## src/rtl/exu_wb_buf_pkg.sv

```systemverilog
// Shared widths and the writeback-buffer entry type. The core's defines supply the widths;
// the fallbacks below only apply when built standalone. Define WB_FWD_EN to enable forwarding.
`ifndef REG_ADDR_WIDTH
`define REG_ADDR_WIDTH 5
`endif
`ifndef REG_DATA_WIDTH
`define REG_DATA_WIDTH 32
`endif
`ifndef BUS_ADDR_WIDTH
`define BUS_ADDR_WIDTH 32
`endif
`ifndef WB_BUF_DEPTH
`define WB_BUF_DEPTH 4
`endif

package exu_wb_buf_pkg;

    localparam int REG_ADDR_W = `REG_ADDR_WIDTH;
    localparam int REG_DATA_W = `REG_DATA_WIDTH;
    localparam int BUS_ADDR_W = `BUS_ADDR_WIDTH;

    typedef struct packed {
        logic                  gwe;
        logic [REG_ADDR_W-1:0] gaddr;
        logic [REG_DATA_W-1:0] gdata;
        logic                  cwe;
        logic [BUS_ADDR_W-1:0] caddr;
        logic [REG_DATA_W-1:0] cdata;
    } wb_entry_t;

endpackage

```

## src/rtl/wb_fwd_match.sv

```systemverilog
// Youngest-match selector over the writeback buffer entries, used for decode forwarding.
// Only present in builds with WB_FWD_EN defined.
`ifdef WB_FWD_EN
module wb_fwd_match
    import exu_wb_buf_pkg::*;
#(
    parameter int DEPTH  = 4,
    parameter int ADDR_W = REG_ADDR_W,
    parameter int DATA_W = REG_DATA_W,
    localparam int PTR_W = $clog2(DEPTH)
) (
    input  logic [DEPTH-1:0]             valid,
    input  logic [DEPTH-1:0]             gwe,
    input  logic [DEPTH-1:0][ADDR_W-1:0] gaddr,
    input  logic [DEPTH-1:0][DATA_W-1:0] gdata,
    input  logic [PTR_W-1:0]             rd_ptr,
    input  logic [ADDR_W-1:0]            raddr,
    output logic                         hit,
    output logic [DATA_W-1:0]            data
);

    logic [PTR_W-1:0] idx;

    // Walk from oldest to youngest so a later match overrides an earlier one.
    always_comb begin
        // NOTE: every variable gets a default before any conditional write, so no latch is inferred.
        hit  = 1'b0;
        data = '0;
        idx  = '0;
        for (int k = 0; k < DEPTH; k++) begin
            idx = rd_ptr + PTR_W'(k);
            if (valid[idx] && gwe[idx] && (gaddr[idx] == raddr) && (raddr != '0)) begin
                hit  = 1'b1;
                data = gdata[idx];
            end
        end
    end

endmodule
`endif

```

## src/rtl/exu_wb_buf.sv

```systemverilog
// In-order writeback FIFO between execute and the regfile/CSR write ports.
// Optional decode forwarding lookup is built when WB_FWD_EN is defined.
module exu_wb_buf
    import exu_wb_buf_pkg::*;
#(
    parameter int DEPTH = `WB_BUF_DEPTH,
    localparam int PTR_W = $clog2(DEPTH)
) (
    input  logic                       clk,
    input  logic                       rst,
    input  logic                       reg_we_i,
    input  logic [`REG_ADDR_WIDTH-1:0] reg_waddr_i,
    input  logic [`REG_DATA_WIDTH-1:0] reg_wdata_i,
    input  logic                       csr_we_i,
    input  logic [`BUS_ADDR_WIDTH-1:0] csr_waddr_i,
    input  logic [`REG_DATA_WIDTH-1:0] csr_wdata_i,
    input  logic                       jtag_reg_we_i,
    output logic                       hold_flag_o,
    output logic                       reg_we_o,
    output logic [`REG_ADDR_WIDTH-1:0] reg_waddr_o,
    output logic [`REG_DATA_WIDTH-1:0] reg_wdata_o,
    output logic                       csr_we_o,
    output logic [`BUS_ADDR_WIDTH-1:0] csr_waddr_o,
    output logic [`REG_DATA_WIDTH-1:0] csr_wdata_o,
    input  logic [`REG_ADDR_WIDTH-1:0] rs1_raddr_i,
    input  logic [`REG_ADDR_WIDTH-1:0] rs2_raddr_i,
    output logic                       rs1_fwd_hit_o,
    output logic [`REG_DATA_WIDTH-1:0] rs1_fwd_data_o,
    output logic                       rs2_fwd_hit_o,
    output logic [`REG_DATA_WIDTH-1:0] rs2_fwd_data_o,
    output logic [PTR_W:0]             pending_o
);

    localparam logic [PTR_W:0] FULL_CNT = (PTR_W+1)'(DEPTH);

    wb_entry_t        mem [DEPTH];
    logic [DEPTH-1:0] valid;
    logic [PTR_W-1:0] wr_ptr;
    logic [PTR_W-1:0] rd_ptr;
    logic [PTR_W:0]   count;
    wb_entry_t        entry_in;
    wb_entry_t        head;
    logic             full;
    logic             empty;
    logic             push;
    logic             pop;
    logic             blocked;

    // A write to x0 is dropped here; unused fields are zeroed so the head never shows stale input.
    always_comb begin
        entry_in     = '0;
        entry_in.gwe = reg_we_i && (reg_waddr_i != '0);
        entry_in.cwe = csr_we_i;
        if (entry_in.gwe) begin
            entry_in.gaddr = reg_waddr_i;
            entry_in.gdata = reg_wdata_i;
        end
        if (entry_in.cwe) begin
            entry_in.caddr = csr_waddr_i;
            entry_in.cdata = csr_wdata_i;
        end
    end

    assign full    = (count == FULL_CNT);
    assign empty   = (count == '0);
    assign push    = (entry_in.gwe || entry_in.cwe) && !full;
    assign head    = mem[rd_ptr];
    assign blocked = head.gwe && jtag_reg_we_i;
    assign pop     = !empty && !blocked;

    assign hold_flag_o = full;
    assign pending_o   = count;

    always_comb begin
        reg_we_o    = 1'b0;
        reg_waddr_o = '0;
        reg_wdata_o = '0;
        csr_we_o    = 1'b0;
        csr_waddr_o = '0;
        csr_wdata_o = '0;
        if (!empty) begin
            reg_we_o    = head.gwe && !blocked;
            reg_waddr_o = head.gaddr;
            reg_wdata_o = head.gdata;
            csr_we_o    = head.cwe && !blocked;
            csr_waddr_o = head.caddr;
            csr_wdata_o = head.cdata;
        end
    end

    // NOTE: entry payload has no reset; valid bits and count alone decide what is pending.
    always_ff @(posedge clk) begin
        if (push) begin
            mem[wr_ptr] <= entry_in;
        end
    end

    always_ff @(posedge clk or posedge rst) begin
        if (rst) begin
            wr_ptr <= '0;
            rd_ptr <= '0;
            count  <= '0;
            valid  <= '0;
        end else begin
            // NOTE: non-blocking assignments keep every update based on pre-edge state.
            if (push) begin
                wr_ptr        <= wr_ptr + PTR_W'(1);
                valid[wr_ptr] <= 1'b1;
            end
            if (pop) begin
                rd_ptr        <= rd_ptr + PTR_W'(1);
                valid[rd_ptr] <= 1'b0;
            end
            case ({push, pop})
                2'b10:   count <= count + (PTR_W+1)'(1);
                2'b01:   count <= count - (PTR_W+1)'(1);
                default: count <= count;
            endcase
        end
    end

`ifdef WB_FWD_EN
    logic [DEPTH-1:0]                      ent_gwe;
    logic [DEPTH-1:0][`REG_ADDR_WIDTH-1:0] ent_gaddr;
    logic [DEPTH-1:0][`REG_DATA_WIDTH-1:0] ent_gdata;

    for (genvar i = 0; i < DEPTH; i++) begin : g_ent
        assign ent_gwe[i]   = mem[i].gwe;
        assign ent_gaddr[i] = mem[i].gaddr;
        assign ent_gdata[i] = mem[i].gdata;
    end

    wb_fwd_match #(
        .DEPTH  (DEPTH),
        .ADDR_W (`REG_ADDR_WIDTH),
        .DATA_W (`REG_DATA_WIDTH)
    ) u_rs1_match (
        .valid  (valid),
        .gwe    (ent_gwe),
        .gaddr  (ent_gaddr),
        .gdata  (ent_gdata),
        .rd_ptr (rd_ptr),
        .raddr  (rs1_raddr_i),
        .hit    (rs1_fwd_hit_o),
        .data   (rs1_fwd_data_o)
    );

    wb_fwd_match #(
        .DEPTH  (DEPTH),
        .ADDR_W (`REG_ADDR_WIDTH),
        .DATA_W (`REG_DATA_WIDTH)
    ) u_rs2_match (
        .valid  (valid),
        .gwe    (ent_gwe),
        .gaddr  (ent_gaddr),
        .gdata  (ent_gdata),
        .rd_ptr (rd_ptr),
        .raddr  (rs2_raddr_i),
        .hit    (rs2_fwd_hit_o),
        .data   (rs2_fwd_data_o)
    );
`else
    logic unused_fwd;
    assign unused_fwd     = ^{rs1_raddr_i, rs2_raddr_i, valid};
    assign rs1_fwd_hit_o  = 1'b0;
    assign rs1_fwd_data_o = '0;
    assign rs2_fwd_hit_o  = 1'b0;
    assign rs2_fwd_data_o = '0;
`endif

endmodule

```

## config.mk

```make
export PLATFORM = sky130hd
export DESIGN_NAME = exu_wb_buf
export DESIGN_NICKNAME = d
export VERILOG_FILES = /design/src/rtl/exu_wb_buf_pkg.sv /design/src/rtl/wb_fwd_match.sv /design/src/rtl/exu_wb_buf.sv
export SDC_FILE = /design/constraint.sdc
export NUM_CORES = 1
export LEC_CHECK = 0
export ABC_CLOCK_PERIOD_IN_PS = 9700
export BUFFER_PORTS_ARGS = -buffer_cell sky130_fd_sc_hd__buf_2
export CAP_MARGIN = 30
export CORE_UTILIZATION = 45
export CTS_CLUSTER_DIAMETER = 50
export DETAILED_ROUTE_END_ITERATION = 10
export GPL_TIMING_DRIVEN = 0
export PLACE_DENSITY_LB_ADDON = 0.25
export REMOVE_ABC_BUFFERS = 1
export SLEW_MARGIN = 20
export SYNTH_ARGS = -nofsm -noshare
export SYNTH_HDL_FRONTEND = slang
export SYNTH_SLANG_ARGS = --single-unit
```

## constraint.sdc

```tcl
create_clock -name clk -period 9.7 [get_ports clk]
set_input_delay 1.94 -clock clk [delete_from_list [all_inputs] [get_ports clk]]
set_output_delay 1.94 -clock clk [all_outputs]
set_load 0.01 [all_outputs]
```

Word-level counts from Yosys, hierarchy flattened
Memory sizes are Yosys's and may differ from the RTL's.
Index checks and enable logic that the tools add are counted.
Widths: inputs -> output; s select.
{"block": "op_classes", "n_shift": 0, "multipliers": 0, "reduce_logical": 13, "n_lt_le_gt_ge": 0, "muxes": 11, "n_bitwise": 0, "n_div": 0, "n_eq_ne": 3, "addsub": 4}
{"cell": "$mux 32", "n": 3}
{"cell": "$mux 64", "n": 1}
{"cell": "$mux 37", "n": 1}
{"cell": "$logic_and 1x1->1", "n": 6}
{"cell": "$pmux 3 s2", "n": 1}
{"cell": "$mux 5", "n": 1}
{"cell": "$reduce_bool 5->1", "n": 1}
{"cell": "$add 2x1->2 const B", "n": 2}
{"cell": "$mux 1", "n": 4}
{"cell": "$add 3x1->3 const B", "n": 1}
{"cell": "$eq 3x3->1 const B", "n": 1}
{"cell": "$logic_not 1->1", "n": 3}
{"cell": "$logic_not 3->1", "n": 1}
{"cell": "$sub 3x1->3 const B", "n": 1}
{"cell": "$eq 2x1->1 const B", "n": 1}
{"cell": "$eq 2x2->1 const B", "n": 1}
{"cell": "$reduce_bool 2->1", "n": 1}
{"cell": "$logic_or 1x1->1", "n": 1}
{"block": "totals", "inputBits": 116, "register_bits": 7, "ram_bits": 412, "latch_bits": 0, "rom_bits": 0, "memories": 1}
{"memory": "mem", "words": 4, "width": 103, "read_ports": 1, "rd_ports_with_merged_regs": 0, "write_ports": 1, "line": "exu_wb_buf.sv:36", "source": "wb_entry_t mem [DEPTH];"}

Depth between registers and ports, before layout
Gate-level depths: netlist of run 1.
{"block": "depth", "ltp_word": 6, "ltp_mapped": 11, "mapped_depth_nobuf": 9}

Worst setup path after synthesis of run 1
Ideal clock, no wire load.
{"block": "synth_timing", "kind": "input to register", "startpoint": "in reg_waddr_i[2]", "endpoint": "mem mem[0][0] (netlist bit) (enable)", "path_buffers": 0, "setup_time_ns": 0.474, "slack_ns": 4.425, "arrival_time_ns": 4.802, "required_ns": 9.226, "cell_stages": 3, "cell_sequence": "nor3_1 > a211oi_2 > and2_1"}
{"block": "synth_via", "elab_chain_cells": 6}
{"element": "from (decl)", "line": "exu_wb_buf.sv:12", "source": "input logic [`REG_ADDR_WIDTH-1:0] reg_waddr_i,"}
{"element": "$reduce_bool 5->1", "line": "exu_wb_buf.sv:52", "source": "entry_in.gwe = reg_we_i && (reg_waddr_i != '0);"}
{"element": "$logic_and 1x1->1", "line": "exu_wb_buf.sv:52"}
{"element": "$logic_or 1x1->1", "line": "exu_wb_buf.sv:66", "source": "assign push = (entry_in.gwe || entry_in.cwe) && !full;"}
{"element": "$logic_and 1x1->1", "line": "exu_wb_buf.sv:66"}
{"element": "$mux 1", "line": "exu_wb_buf.sv:93", "source": "if (push) begin"}
{"element": "$mux 1 (not written as such)", "line": "exu_wb_buf.sv:94", "source": "mem[wr_ptr] <= entry_in;"}
{"element": "to (decl)", "line": "exu_wb_buf.sv:36"}
No other way between the ends.

Final worst setup path of run 1
{"block": "layout_timing", "startpoint": "reg rd_ptr[0]", "endpoint": "out csr_wdata_o[12]"}
{"block": "layout_via", "elab_chain_cells": 2}
{"element": "from (decl)", "line": "exu_wb_buf.sv:39", "source": "logic [PTR_W-1:0] rd_ptr;"}
{"element": "from (signal assigned)", "line": "exu_wb_buf.sv:111", "source": "rd_ptr <= rd_ptr + PTR_W'(1);"}
{"element": "$mem_v2 4x103"}
{"element": "$mux 32", "line": "exu_wb_buf.sv:81", "source": "if (!empty) begin"}
{"element": "to (decl)", "line": "exu_wb_buf.sv:24", "source": "output logic [`REG_DATA_WIDTH-1:0] csr_wdata_o,"}
No other way between the ends.

==> flow_metrics.tcl, run 1 <==
set metrics [dict create \
    status "finished, final reports clean" \
    final_common_cell "edfxtp_1" \
    synth.top_cell.area_share_pct 71.9 \
    drtIter0Drc 316 \
    clock_latency_ns 0.57 \
    crit_fanout 30 \
    die_area_um2 39000 \
    layout_min_cycle_time_ns 4.65 \
    ios 289 \
    fin_util_pct 54.0 \
    cts_tree "yes" \
    cts_made_buffers 46 \
    hold_viol 0 \
    irDropWorstVdd_mv 0.168 \
    hold_end "pending_o[2]$_DFFE_PP0P_" \
    grt_pass1_wl_mm 50.1 \
    tightest_slew_ns 0.660 \
    place_congestion 0.684 \
    r2r-start "rd_ptr[1]$_DFFE_PP0P_" \
    layout-drive-gt1-share_pct 35.8 \
    first_pass_iters 6 \
    min_path_type "reg2reg" \
    grt_overflow 0 \
    dp_slack_ns 4.99 \
    yosysSeqAreaShare_pct 72.9 \
    maxCapViolCount 0 \
    hpwl_mm 20.0 \
    die_x_um 198 \
    fin_skew_ns 0.0188 \
    cts_resized 0 \
    p_leak_nw 7.37 \
    track_usage_pct 17.4 \
    fmax_ghz 0.215 \
    endpoint_kind "primary output" \
    drc 0 \
    dpl_cell_area_um2 19000 \
    finalNetCount 1242 \
    grt_max_degree 44 \
    clock-sinks 419 \
    syn_avg_cell_area_um2 19.5 \
    port_buffers 212 \
    synth_seq_cells 419 \
    yosys-top-cells-area "edfxtp_1, mux4_2, and2_1" \
    crit_path_start_kind "register" \
    drt-vias-per-instance 4.97 \
    power_mw 6.69 \
    routed-via-count 8282 \
    postCtsHoldBufs 0 \
    clockBufferDepth 3 \
    crit_type "reg2out" \
    clockRootBuffer "clkbuf_16" \
    finalSetupTns_ns 0 \
    start_util_pct 45.7 \
    coreArea_um2 37700 \
    yosys.area.top_type "edfxtp_1" \
    r2r_cells 9 \
    syn_inst 881 \
    post_cts_buffers 0 \
    layout_common_cells "edfxtp_1, buf_2, mux4_2" \
    grt_pass1_vias 8658 \
    power_density_nw_per_um2 329 \
    final_area_um2 20400 \
    syn_area_um2 17200 \
    period_share_pct 48.0 \
    hold_depth 1 \
    synth_warnings 0 \
    required_ns 7.76 \
    placementRows 71 \
    drv_slew 0 \
    timing.rr.end "pending_o[2]$_DFFE_PP0P_" \
    htreeDepth 2 \
    wire_per_inst_um 19.7 \
    syn_to_final_growth_pct 18.3 \
    synth.distinct_cells 30 \
    rsz0062_at_grt "no" \
    r2r_slack_ns 7.13 \
    drtAntennaViolNets 0 \
    max_slew_margin_pct 56.0 \
    setup_viol 0 \
    worstHoldStart "pending_o[2]$_DFFE_PP0P_" \
    worstPathArrival_ns 2.71 \
    worst_slack_ns 5.05 \
    antenna_found_initial 4 \
    die_y_um 198 \
    wl_mm 32.8 \
    clk_pin_slew_worst_paths_ns 0.06 \
]
## per-layer routing
metal	global-route usage (%)	part of all wire, %
met1	21.9	42
met2	29.4	50
met3	4.25	5.6
met4	6.03	2.0
met5	0	0.13
## stage by stage
stage,hold slack [ns],cells
after global placement,0.539,1558
after global routing,0.587,1666
after floorplan,0.534,835
after detailed placement,0.550,1583
final,0.558,1667
after CTS,0.559,1666
## power breakdown
group | switching, mW | internal, mW
Clock | 0.692 | 0.911
Sequential | 0.150 | 2.59
Combinational | 1.23 | 1.12
Total | 2.07 | 4.62
## worst max-delay path: stages, from the launching register on
cell and delay (ns):
dfrtp_4 0.69, buf_16 0.29, buf_16 0.27, mux4_2 0.53, nor2b_1 0.17, buf_2 0.14
## cell usage after synthesis (all sizes together)
master,n
a2111oi,1
xnor2,2
mux2i,2
and3,1
a21boi,1
mux2,2
dfrtp,7
o21bai,1
a211oi,2
mux4,102
and2b,1
inv,9
nor2,4
clkbuf,22
and2,105
edfxtp,412
fa,1
nor4b,1
nor3,5
nor2b,100
conb,1
nor3b,1
a21oi,1
ha,5
xor2,3
buf,89
## cells by family after synthesis
group           after synthesis  synth area share [%]
flops                       419                  72.9
simple gates                218                  7.93
buf+inv                     120                  4.49
mux                         106                  13.6
fa+ha+maj                     6                 0.480
compound gates                6                 0.284
xor+xnor                      5                 0.255
other cells                   1                0.0218
## flip-flops by register name (all words and copies together), names as in the netlist
register   flops
mem          412
pending_o      3
rd_ptr         2
wr_ptr         2
## layout make-up
cell class | instances | area [µm²]
fillers | 3027 | 17300
repair buffers | 237 | 1580
well taps | 511 | 639
clock inverters | 25 | 200
clock buffers | 58 | 1200
inverters | 9 | 33.8
multi-input cells | 407 | 4150
diodes | 1 | 2.50
flip-flops and latches | 419 | 12600
## worst max path at each step
stage,from,endpoint,slack (ns)
final,rd_ptr[0]$_DFFE_PP0P_,csr_wdata_o[12],5.05
after global routing,rd_ptr[0]$_DFFE_PP0P_,csr_wdata_o[12],4.85
after CTS,rd_ptr[0]$_DFFE_PP0P_,csr_wdata_o[12],4.94
after detailed placement,csr_we_i,mem[2][47]$_DFFE_PP_,4.99
after global placement,rd_ptr[0]$_DFFE_PP0P_,reg_we_o,0.59
after floorplan,rd_ptr[0]$_DFFE_PP0P_,reg_we_o,2.65
Power figures use the tool's default switching activity.
==> inputs of run 2 (changes only) <==
--- a/config.mk
+++ b/config.mk
@@ -5,7 +5,8 @@
 export SDC_FILE = /design/constraint.sdc
 export NUM_CORES = 1
 export LEC_CHECK = 0
-export ABC_CLOCK_PERIOD_IN_PS = 9700
+export ABC_AREA = 1
+export ABC_CLOCK_PERIOD_IN_PS = 3800
 export BUFFER_PORTS_ARGS = -buffer_cell sky130_fd_sc_hd__buf_2
 export CAP_MARGIN = 30
 export CORE_UTILIZATION = 45
==> constraint.sdc (replaced) <==
create_clock -name clk -period 3.8 [get_ports clk]
set_input_delay 0.76 -clock clk [delete_from_list [all_inputs] [get_ports clk]]
set_output_delay 0.76 -clock clk [all_outputs]
set_load 0.01 [all_outputs]
==> flow_metrics.tcl, run 2 <==
set metrics [dict create \
    clockBufferDepth 3 \
    clockRootBuffer "clkbuf_16" \
    rsz0062_at_grt "no" \
    async_reset_ff_share_pct 1.67 \
    drtIter0Drc 637 \
    grt_pass1_wl_mm 62.0 \
    busiest_layer "met2" \
    clk_pin_slew_worst_paths_ns 0.06 \
    multiInputGateArea_um2 4010 \
    cts_made_buffers 46 \
    period_share_pct 96.4 \
    worstPathArrival_ns 2.90 \
    fin_skew_ns 0.0201 \
    synth_seq_cells 419 \
    grt_overflow 0 \
    irDropWorstVdd_mv 0.471 \
    yosys-top-cells-area "edfxtp_1, nor2_1, o21ai_0" \
    grt_pass1_vias 11200 \
    start_util_pct 45.7 \
    tightest_slew_ns 0.717 \
    ios 289 \
    synth_edf_count 412 \
    hold_viol 0 \
    drv_slew 0 \
    drtAntennaViolNets 0 \
    top_register "mem" \
    layout_min_cycle_time_ns 3.66 \
    drt-vias-per-instance 4.95 \
    port_buffers 212 \
    status "finished, final reports clean" \
    use_met2_pct 32.5 \
    n_fill_cell 3265 \
    synth.distinct_cells 25 \
    grt_util_met3_pct 4.10 \
    syn_avg_cell_area_um2 11.3 \
    die_x_um 200 \
    cts_resized 0 \
    setup_viol 0 \
    synth_warnings 0 \
    routed-via-count 11500 \
    synth.top_cell.area_share_pct 70.0 \
    required_ns 3.04 \
    fmax_ghz 0.273 \
    layout_common_cells "nor2_1, edfxtp_1, buf_2" \
    largest_register_ffs 412 \
    endpoint_kind "primary output" \
    crit_fanout 62 \
    max_slew_margin_pct 52.1 \
    clock_latency_ns 0.56 \
    crit_path_start_kind "register" \
    insertedDiodeCount 0 \
    clock-sinks 419 \
    htreeDepth 2 \
    p_leak_nw 8.55 \
    synth.most_common_cell "nor2_1" \
    final_common_cell "nor2_1" \
    seq_area_um2 12600 \
    power_mw 19.0 \
    ys.flop_type "edfxtp_1" \
    antenna_found_initial 2 \
    crit_type "reg2out" \
    layout-drive-gt1-share_pct 18.5 \
    first_pass_iters 5 \
    netlist_top_cells_count "nor2_1, edfxtp_1, inv_1, o21ai_0, a21oi_1" \
    place_congestion 0.713 \
    grt_max_degree 119 \
    p_int_mw 12.2 \
    fin_util_pct 55.2 \
    die_y_um 200 \
    wl_mm 39.9 \
    combPwrFrac_pct 38.9 \
    wire_per_inst_um 17.2 \
    finalNetCount 1892 \
    yosysSeqAreaShare_pct 71.0 \
    postCtsHoldBufs 0 \
    syn_area_um2 17700 \
    power_density_nw_per_um2 893 \
    coreArea_um2 38600 \
    switchingPower_mw 6.86 \
    placementRows 72 \
    drc 0 \
    placed_cells 2236 \
    p_seq_share_pct 36.7 \
    layout.cells.non_filler 2324 \
    met1_usage_pct 26.3 \
    clockPowerShare_pct 24.5 \
    track_usage_pct 19.8 \
    die_area_um2 40100 \
    syn_inst 1557 \
    swShare_pct 36.0 \
    maxCapViolCount 0 \
    cts_tree "yes" \
    min_path_type "in2async" \
    hpwl_mm 23.3 \
    yosys.area.top_type "edfxtp_1" \
    syn_to_final_growth_pct 20.7 \
]
-- run 2: cells by family (layout without fill, tap and decap cells) --
kind of cell	Yosys count	after routing	share of synthesized area, %
AND/OR/NAND/NOR	546	546	11.7
other	1	66	0.0212
buffers and inverters	274	458	7.92
AO/OA/AOI/OAI	309	309	8.75
XOR/XNOR	2	2	0.0991
flip-flops	419	419	71.0
adder cells (fa/ha/maj)	6	6	0.467
-- run 2: power groups by stage --
stage	sequential (mW)	clock, mW	combinational, mW
final	6.98	4.66	7.40
after global routing	7.10	4.90	8.20
after CTS	6.97	4.75	7.45
after detailed placement	7.08	0	7.36
after global placement	7.26	0	5.20
after floorplan	7.46	0	3.75
-- run 2: what timing repair did --
action / 4_1_cts / 5_1_grt
endpoints found under the hold margin: 0 / 0
setup endpoints to repair: 1 / 47
setup buffers: 1 / 0
cloned: 0 / 2
-- run 2: path summary, 6_finish.rpt --
kind	cells past startpoint	to	slack (ns)	start
worst max-delay path	8	reg_wdata_o[16]	0.14	rd_ptr[1]$_DFFE_PP0P_
worst max register to register	13	pending_o[2]$_DFFE_PP0P_	0.61	rd_ptr[1]$_DFFE_PP0P_
min in group clk	3	mem[3][55]$_DFFE_PP_	0.51	csr_waddr_i[23]
worst min register to register	2	wr_ptr[1]$_DFFE_PP0P_	0.54	wr_ptr[1]$_DFFE_PP0P_
worst min-delay path	2	rd_ptr[0]$_DFFE_PP0P_	0.13	rst
max in group asynchronous	2	rd_ptr[1]$_DFFE_PP0P_	3.41	rst
-- run 2: cell type report --
cell class | instances | area share, %
sequential | 419 | 58.9
multi-input combinational | 929 | 18.8
timing repair buffer | 255 | 9.59
clock buffer | 55 | 5.86
tap | 518 | 3.04
inverter | 119 | 2.18
clock inverter | 29 | 1.68
-- run 2: layer usage --
layer,routed length [µm],up-vias
met1,17600,5518
met5,27,-
met3,2340,67
met4,825,4
li1,-,5561
met2,19100,361
-- run 2: critical path, stage by stage (launching register included) --
cell     delay [ns]
dfrtp_4        0.60
buf_16         0.23
buf_16         0.25
inv_6          0.20
buf_16         0.28
nor2_1         0.16
o21ai_0        0.09
a21oi_1        0.22
buf_2          0.17
-- run 2: stage by stage --
step / hold slack (ns) / TNS, ns / area, µm² / setup slack (ns)
final: 0.128 / 0 / 21300 / 0.138
after global routing: 0.141 / 0 / 21300 / 0.0194
after CTS: 0.0982 / 0 / 21200 / 0.0219
after detailed placement: 0.528 / -5.57 / 19600 / -0.155
after global placement: 0.518 / -3842.93 / 18700 / -7.73
after floorplan: 0.492 / -1326.24 / 17000 / -2.98
==> inputs of run 3 (changes only) <==
--- a/config.mk
+++ b/config.mk
@@ -5,7 +5,6 @@
 export SDC_FILE = /design/constraint.sdc
 export NUM_CORES = 1
 export LEC_CHECK = 0
-export ABC_AREA = 1
 export ABC_CLOCK_PERIOD_IN_PS = 3800
 export BUFFER_PORTS_ARGS = -buffer_cell sky130_fd_sc_hd__buf_2
 export CAP_MARGIN = 30
@@ -14,6 +13,7 @@
 export DETAILED_ROUTE_END_ITERATION = 10
 export GPL_TIMING_DRIVEN = 0
 export PLACE_DENSITY_LB_ADDON = 0.25
+export RECOVER_POWER = 25
 export REMOVE_ABC_BUFFERS = 1
 export SLEW_MARGIN = 20
 export SYNTH_ARGS = -nofsm -noshare
==> flow_metrics.tcl, run 3 (synthesis gave the netlist of run 1 again) <==
set metrics [dict create \
    status "finished, final reports clean" \
    critPathMaxStageDelay_ns 0.69 \
    fin_skew_ns 0.0193 \
    drc 0 \
    finalNetCount 1242 \
    crit_type "reg2out" \
    die_area_um2 39000 \
    drv_slew 0 \
    layout-drive-gt1-share_pct 35.8 \
    die_y_um 198 \
    port_buffers 212 \
    ios 289 \
    cts_made_buffers 46 \
    min_path_type "in2async" \
    max_slew_margin_pct 55.9 \
    rsz0062_at_grt "no" \
    start_util_pct 45.7 \
    top_register "mem" \
    swShare_pct 31.0 \
    hpwl_mm 20.0 \
    antenna_found_initial 4 \
    coreArea_um2 37700 \
    routed-via-count 8305 \
    placed_cells 1583 \
    post_cts_buffers 0 \
    crit_chain "buf_16 > buf_16 > mux4_2 > nor2b_1 > buf_2" \
    drt-vias-per-instance 4.98 \
    place_congestion 0.684 \
    drtAntennaViolNets 0 \
    wl_mm 32.9 \
    grt_overflow 0 \
    drtIter0Drc 332 \
    die_x_um 198 \
    power_density_nw_per_um2 840 \
    htreeDepth 2 \
    irDropWorstVdd_mv 0.429 \
    worstPathArrival_ns 2.72 \
    hold_viol 0 \
    crit_path_frequent_cell "buf_16" \
    fin_util_pct 54.0 \
    required_ns 3.04 \
    grt_max_degree 44 \
    track_usage_pct 17.4 \
    clk_pin_slew_worst_paths_ns 0.06 \
    p_seq_share_pct 40.9 \
    r2r_cells 9 \
    crit_path_start_kind "register" \
    crit_fanout 30 \
    postCtsHoldBufs 0 \
    clockRootBuffer "clkbuf_16" \
    maxCapViolCount 0 \
    cts_tree "yes" \
    finalSetupTns_ns 0 \
    fmax_ghz 0.288 \
    combPwrFrac_pct 35.1 \
    critical_path_buf_inv_count 3 \
    grt_pass1_wl_mm 50.1 \
    tightest_slew_ns 0.662 \
    largest_register_ffs 412 \
    crit_slowest_cell "dfrtp_4" \
    clock-sinks 419 \
    clockBufferDepth 3 \
    critPathTopFamily "buffers and inverters" \
    placementRows 71 \
    switchingPower_mw 5.30 \
    layout_min_cycle_time_ns 3.48 \
    setup_viol 0 \
    final_common_cell "edfxtp_1" \
    grt_pass1_vias 8658 \
    p_leak_nw 7.32 \
    clockPowerShare_pct 23.9 \
    period_share_pct 91.5 \
    clock_latency_ns 0.57 \
    p_int_mw 11.8 \
    endpoint_kind "primary output" \
    syn_to_final_growth_pct 18.3 \
    layout.cells.non_filler 1667 \
    layout_common_cells "edfxtp_1, buf_2, mux4_2" \
    path_depth 5 \
    first_pass_iters 4 \
    wire_per_inst_um 19.7 \
    cts_resized 0 \
]
[run 3: changes by cell type in the layout (fill, tap and decap cells not counted), sizes merged, moves of 86 or more]
cell and change:
nand2 -86, nor2 -445, inv -109, a21oi -102
nor2b +100, and2 +105, mux4 +102, o21ai -206
[run 3: layout make-up]
cell class	instances	area, µm²
fillers	3028	17300
flip-flops and latches	419	12600
multi-input cells	407	4150
repair buffers	237	1580
clock buffers	58	1200
well taps	511	639
clock inverters	25	200
inverters	9	33.8
diodes	1	2.50
[run 3: metal layers]
layer / global-route usage, % / share of wire [%] / up-vias
met4: 6.03 / 2.0 / 6
met1: 21.9 / 42 / 4255
met2: 29.4 / 50 / 228
li1: - / - / 3761
met5: 0 / 0.12 / -
met3: 4.25 / 5.8 / 55
[run 3: per-stage QoR]
step           hold slack [ns]  power (mW)  area [µm²]  setup slack, ns
4_1_cts                 0.0869        17.4       20300            0.221
3_3_place_gp             0.539        12.8       18400            -4.13
5_1_grt                  0.117        18.0       20300            0.133
2_1_floorplan            0.534        11.0       16700            -2.07
6_report                 0.110        17.1       20300            0.324
3_5_place_dp             0.550        13.3       19000            0.272
[run 3: power by group through the flow]
| stage | Sequential, mW | Clock (mW) | Combinational (mW) |
|---|---|---|---|
| finish | 7.00 | 4.09 | 6.00 |
| global route | 7.12 | 4.38 | 6.55 |
| CTS | 7.02 | 4.20 | 6.19 |
| detailed placement | 7.11 | 0 | 6.16 |
| global placement | 7.71 | 0 | 5.09 |
| floorplan | 7.42 | 0 | 3.63 |
[run 3: path summary, 6_finish.rpt]
| path | from | endpoint | slack [ns] |
|---|---|---|---|
| max reg2reg | rd_ptr[1]$_DFFE_PP0P_ | pending_o[2]$_DFFE_PP0P_ | 1.22 |
| min | rst | pending_o[0]$_DFFE_PP0P_ | 0.11 |
| min in group clk | reg_wdata_i[13] | mem[0][78]$_DFFE_PP_ | 0.53 |
| max | rd_ptr[0]$_DFFE_PP0P_ | csr_wdata_o[12] | 0.32 |
| min reg2reg | pending_o[2]$_DFFE_PP0P_ | pending_o[2]$_DFFE_PP0P_ | 0.56 |
| max in group asynchronous | rst | rd_ptr[1]$_DFFE_PP0P_ | 3.44 |
